**src/rtl/cavlc_pkg.sv**
```systemverilog
// Shared widths and small types for the CAVLC bitstream front-end.
package cavlc_pkg;

  localparam int unsigned WORD_W    = 32;
  localparam int unsigned BUF_W     = 2 * WORD_W;
  localparam int unsigned WIN_W     = 16;
  localparam int unsigned MAX_SHIFT = 16;
  localparam int unsigned SHIFT_W   = 5;
  localparam int unsigned CNT_W     = 7;
  localparam int unsigned POS_W     = 32;

  typedef logic [SHIFT_W-1:0] shift_t;
  typedef logic [CNT_W-1:0]   bitcnt_t;

endpackage : cavlc_pkg

```
**src/rtl/bit_window_merge.sv**
```systemverilog
// Next-state merge for the left-aligned bit buffer.
// Ports:
//   buf_cur  - current buffer, bit BUF_W-1 is the next unconsumed bit
//   s        - effective shift applied this cycle
//   r        - bits remaining after the shift (placement point of the new word)
//   data     - incoming stream word, MSB first
//   load     - a word is accepted this cycle
//   buf_nxt  - buffer value for the next edge
module bit_window_merge
  import cavlc_pkg::*;
(
  input  logic [BUF_W-1:0]  buf_cur,
  input  shift_t            s,
  input  bitcnt_t           r,
  input  logic [WORD_W-1:0] data,
  input  logic              load,
  output logic [BUF_W-1:0]  buf_nxt
);

  logic [BUF_W-1:0] word_ext;

  // Drop consumed bits, then append the new word directly after the survivors.
  always_comb begin
    word_ext = {data, {WORD_W{1'b0}}};
    buf_nxt  = buf_cur << s;
    if (load) begin
      buf_nxt = buf_nxt | (word_ext >> r);
    end
  end

endmodule : bit_window_merge

```
**src/rtl/bit_window_aligner.sv**
```systemverilog
// 64-bit left-aligned bit buffer presenting a 16-bit look-ahead window to the
// coeff_token LUTs and consuming their shift amount each cycle.
// Ports:
//   Clk, nReset         - clock, async active-low reset
//   InData/InValid/InLast/InReady - MSB-first 32-bit word input handshake
//   Flush               - synchronous clear of all stream state
//   Bits/BitsValid      - registered window, bit 15 is the next bit
//   Shift/ShiftEn       - bits consumed this cycle (0..16)
//   BitsLeft            - valid bits held in the buffer
//   BitPos              - running count of consumed bits (wraps)
//   ShiftErr            - sticky illegal-shift flag
module bit_window_aligner
  import cavlc_pkg::*;
(
  input  logic               Clk,
  input  logic               nReset,
  input  logic [WORD_W-1:0]  InData,
  input  logic               InValid,
  input  logic               InLast,
  output logic               InReady,
  input  logic               Flush,
  output logic [WIN_W-1:0]   Bits,
  output logic               BitsValid,
  input  logic [SHIFT_W-1:0] Shift,
  input  logic               ShiftEn,
  output logic [CNT_W-1:0]   BitsLeft,
  output logic [POS_W-1:0]   BitPos,
  output logic               ShiftErr
);

  logic [BUF_W-1:0] buf_q;
  logic [BUF_W-1:0] buf_nxt;
  bitcnt_t          cnt_q;
  bitcnt_t          cnt_nxt;
  bitcnt_t          rem;
  shift_t           s_eff;
  logic             eos_q;
  logic             eos_nxt;
  logic             valid_q;
  logic             valid_nxt;
  logic             err_q;
  logic             shift_ok;
  logic             load;
  logic [POS_W-1:0] bit_pos_q;

  // Shift legality, handshake and next count/flags.
  always_comb begin
    shift_ok  = ShiftEn & valid_q &
                (Shift <= SHIFT_W'(MAX_SHIFT)) &
                (CNT_W'(Shift) <= cnt_q);
    s_eff     = shift_ok ? Shift : '0;
    rem       = cnt_q - CNT_W'(s_eff);
    // Same-cycle shift frees space, so readiness looks at the post-shift count.
    InReady   = ~eos_q & (rem <= CNT_W'(WORD_W));
    load      = InValid & InReady;
    cnt_nxt   = load ? (rem + CNT_W'(WORD_W)) : rem;
    eos_nxt   = eos_q | (load & InLast);
    valid_nxt = (cnt_nxt >= CNT_W'(WIN_W)) | (eos_nxt & (cnt_nxt != '0));
  end

  bit_window_merge u_merge (
    .buf_cur (buf_q),
    .s       (s_eff),
    .r       (rem),
    .data    (InData),
    .load    (load),
    .buf_nxt (buf_nxt)
  );

  // State registers; Flush outranks every other input.
  always_ff @(posedge Clk or negedge nReset) begin
    if (!nReset) begin
      buf_q     <= '0;
      cnt_q     <= '0;
      eos_q     <= 1'b0;
      valid_q   <= 1'b0;
      err_q     <= 1'b0;
      bit_pos_q <= '0;
    end else if (Flush) begin
      buf_q     <= '0;
      cnt_q     <= '0;
      eos_q     <= 1'b0;
      valid_q   <= 1'b0;
      err_q     <= 1'b0;
      bit_pos_q <= '0;
    end else begin
      buf_q     <= buf_nxt;
      cnt_q     <= cnt_nxt;
      eos_q     <= eos_nxt;
      valid_q   <= valid_nxt;
      err_q     <= err_q | (ShiftEn & ~shift_ok);
      bit_pos_q <= bit_pos_q + POS_W'(s_eff);
    end
  end

  assign Bits      = buf_q[BUF_W-1 -: WIN_W];
  assign BitsValid = valid_q;
  assign BitsLeft  = cnt_q;
  assign BitPos    = bit_pos_q;
  assign ShiftErr  = err_q;

endmodule : bit_window_aligner
```
**config.mk**
```make
export PLATFORM = sky130hd
export DESIGN_NAME = bit_window_aligner
export DESIGN_NICKNAME = d
export VERILOG_FILES = /design/src/rtl/cavlc_pkg.sv /design/src/rtl/bit_window_merge.sv /design/src/rtl/bit_window_aligner.sv
export SDC_FILE = /design/constraint.sdc
export NUM_CORES = 1
export LEC_CHECK = 0
export CAP_MARGIN = 40
export CORE_MARGIN = 2
export CORE_UTILIZATION = 35
export CTS_CLUSTER_SIZE = 14
export DETAILED_ROUTE_END_ITERATION = 8
export SYNTH_ARGS = -nofsm -noshare
export SYNTH_HDL_FRONTEND = slang
export SYNTH_SLANG_ARGS = --single-unit
```
**constraint.sdc**
```tcl
create_clock -name Clk -period 12.55 [get_ports Clk]
set_clock_uncertainty 0.1 [all_clocks]
set_input_delay 1.8825 -clock Clk [delete_from_list [all_inputs] [get_ports Clk]]
set_output_delay 1.8825 -clock Clk [all_outputs]
set_load 0.05 [all_outputs]
```
==> flow_summary.yaml <==
worst_setup_path:
  crit_path_top_delay_cell: "clkdlybuf4s50_1"
  path_class: "in -> out"
  cp_max_fo: 31
  endpoint_kind: "output port"
  startpoint_type: "primary input"
  cpPeakStageDelay_ns: 0.84
  required_ns: 10.57
  path_cells: "clkdlybuf4s50_1 > ha_1 > and4bb_2 > nand4_1 > a31oi_4 > buf_4 > nand2_1 > inv_2 > ha_2 > inv_1 > fa_1 > a21o_1 > a21oi_1 > xnor2_2 > buf_4 > a2111oi_2 > nand2_1 > a21oi_1 > clkdlybuf4s50_1"
  cp.arrival_ns: 8.23
global_routing:
  grt_use_total_pct: 26.7
  grt_max_degree: 77
  antenna_found_initial: 1
  grt_first_pass_wirelength_mm: 70.7
  grt_overflow: 0
  first_global_vias: 11500
logic_synthesis:
  syn_area_sq_um: 11500
  synth_area_per_cell_sq_um: 8.05
  synthFlopType: "dfrtp_1"
  synth.area.top_cells: "dfrtp_1 (23%), mux2i_1 (7.8%), mux4_2 (5.5%)"
  synth_top_area_share_pct: 23.1
  synthCells: 1426
  ys_async_sr_fraction_pct: 100
  syn_nets: 1487
  yosysWarnings: 0
  ys_seq_area_share_pct: 23.1
  synth_area_leader_cell: "dfrtp_1"
  ys_seq_elements: 106
  synthTopCellsByCount: "nor2_1 (154), nand2_1 (133), dfrtp_1 (106)"
  synth-edff-count: 0
  synth_cell_types: 92
  yosysMostFrequentCell: "nor2_1"
sta:
  setup_ws_ns: 2.34
  finalCritPeriodShare_pct: 81.3
  min_period_ns: 10.21
  slew_violations: 0
  finalSetupViolations: 0
  slew_headroom_pct: 44.8
  tightest_slew_ns: 0.826
  setup_tns_ns: 0
  rsz0062_at_grt: "no"
  max_freq_mhz: 98.0
  hold_viol: 0
cts:
  cts_resized: 0
  cts_buffer_depth: 2
  cts.root.buffer_cell: "clkbuf_16"
  clock-sinks: 106
  postCtsSetupBuffers: 0
  numCtsBuffers: 9
  htreeDepth: 3
  cts.clk_slew.worst_paths_ns: 0.08
  clkLatencyLatePin_ns: 0.38
  cts_hold_buf: 0
  cts_tree: "built"
die:
  die_area_sq_um: 34300
  chipHeight_um: 185
  core_area_sq_um: 32500
  fp.dieW_um: 185
  ios: 101
  initial_core_util_pct: 35.4
  rows: 66
cells_and_area:
  seq_area_sq_um: 2650
  multi_input_comb_area_sq_um: 8080
  drive_gt1_share_pct: 10.6
  syn2layout_area_growth_pct: 13.7
  num_antenna_cells: 0
  final_net_count: 1497
  fillers: 3276
routing:
  drt_iter0_drc: 1963
  drt_wl_total_mm: 46.5
  viasPerCell: 6.59
  wl_per_cell_um: 24.7
  antenna_left: 0
  vias: 12400
  first_pass_iters: 8
  drc_errors: 0
placement:
  pre_cts_ws_ns: 2.39
  portBuffers: 100
  dp_hpwl_mm: 33.9
  gp_congestion: 1.01
pwr:
  power.total_mw: 3.63
  ir_drop_uv: 164
  powerDensity_nw_per_um2: 278
  power_frac_clock_pct: 9.1
  pwr-share-comb_pct: 74.3
  p_sw_mw: 2.11
  power.internal_mw: 1.52
  p_leak_nw: 5.07
  seqPwrFrac_pct: 16.6
  netSwitchingFraction_pct: 58.1
run:
  cap_violations: 0
worst_hold_path:
  hp-class: "reg -> reg"
status:
  outcome: "completed"
==> cell type report <==
cell class,count,area share [%]
clock buffers,9,1.72
clock inverters,7,0.824
inverters,35,1.01
multi-input cells,1148,61.9
flip-flops and latches,106,20.3
well taps,442,4.24
repair buffers,136,10.0
==> critical path, delay by kind of cell <==
kind	cells	cell delay (ns)
fa+ha+maj	3	1.23
buf+inv	6	2.53
xor+xnor	1	0.11
compound gates	5	1.60
simple gates	4	0.89
==> sequential cells by signal, indices dropped and copies added (netlist names) <==
name,flops
ShiftErr,1
BitPos,32
BitsValid,1
eos_q,1
buf_q,64
BitsLeft,7
==> layout by cell type (no fill, tap or decap), drive strengths merged, types with 11 or more instances in the layout <==
cell           instances
ha                    16
o32ai                 43
buf                   40
o32a                  16
dfrtp                106
nand3                 48
nand2                133
o31ai                 12
mux2i                 90
o221ai                14
nor2b                 19
clkdlybuf4s50         96
a21oi                 90
or3                   13
nor2                 158
o21ai                 79
o211ai                23
a211oi                28
xor2                  19
inv                   36
xnor2                 11
a31oi                 21
a22oi                 20
mux4                  28
mux2                  16
o22ai                 31
nor3                  47
==> metal layers <==
metal / global-route usage (%) / vias up / share of wire [%] / wire length, um
li1: - / 5455 / - / -
met1: 38.7 / 5954 / 43 / 20000
met2: 39.6 / 858 / 43 / 20000
met3: 4.36 / 135 / 9.9 / 4590
met4: 10.2 / 0 / 4.1 / 1910
met5: 0 / - / 0 / 0
==> path summary, 6_finish.rpt <==
check	from	cells past startpoint	slack, ns	endpoint
min reg2reg	ShiftErr$_DFF_PN0_	2	0.42	ShiftErr$_DFF_PN0_
max reg2reg	BitsLeft[1]$_DFF_PN0_	19	6.02	buf_q[63]$_DFF_PN0_
min in group asynchronous	nReset	1	1.34	BitPos[8]$_DFF_PN0_
max in group asynchronous	nReset	3	9.98	buf_q[17]$_DFF_PN0_
min	ShiftErr$_DFF_PN0_	2	0.42	ShiftErr$_DFF_PN0_
max	Shift[3]	19	2.34	InReady
==> power groups by stage <==
stage / Clock [mW] / Sequential (mW) / Combinational (mW)
after floorplan: 0 / 0.578 / 1.82
after global placement: 0 / 0.602 / 2.58
after detailed placement: 0 / 0.601 / 2.59
after CTS: 0.333 / 0.595 / 2.60
after global routing: 0.342 / 0.614 / 2.84
final: 0.330 / 0.604 / 2.70
==> cells by family (layout without fill, tap and decap cells) <==
| logic type | after synthesis | in the layout | synth area share (%) |
|---|---|---|---|
| AOI/OAI and AO/OA | 485 | 485 | 31.1 |
| DFF | 106 | 106 | 23.1 |
| buffers and inverters | 172 | 187 | 7.08 |
| adders and majority gates | 18 | 18 | 2.09 |
| muxes | 134 | 134 | 14.9 |
| and+or+nand+nor | 481 | 481 | 19.5 |
| xor gates and xnor gates | 30 | 30 | 2.29 |
==> through the flow <==
step	util, %	area [sq um]	hold slack (ns)	std cells
after global routing	40.2	13100	0.454	1883
final	40.2	13100	0.418	1883
after global placement	39.0	12600	0.415	1863
after detailed placement	39.2	12700	0.401	1867
after floorplan	-	11500	0.424	1426
after CTS	40.2	13100	0.422	1883
No activity file was read; power rests on OpenSTA's default activity.
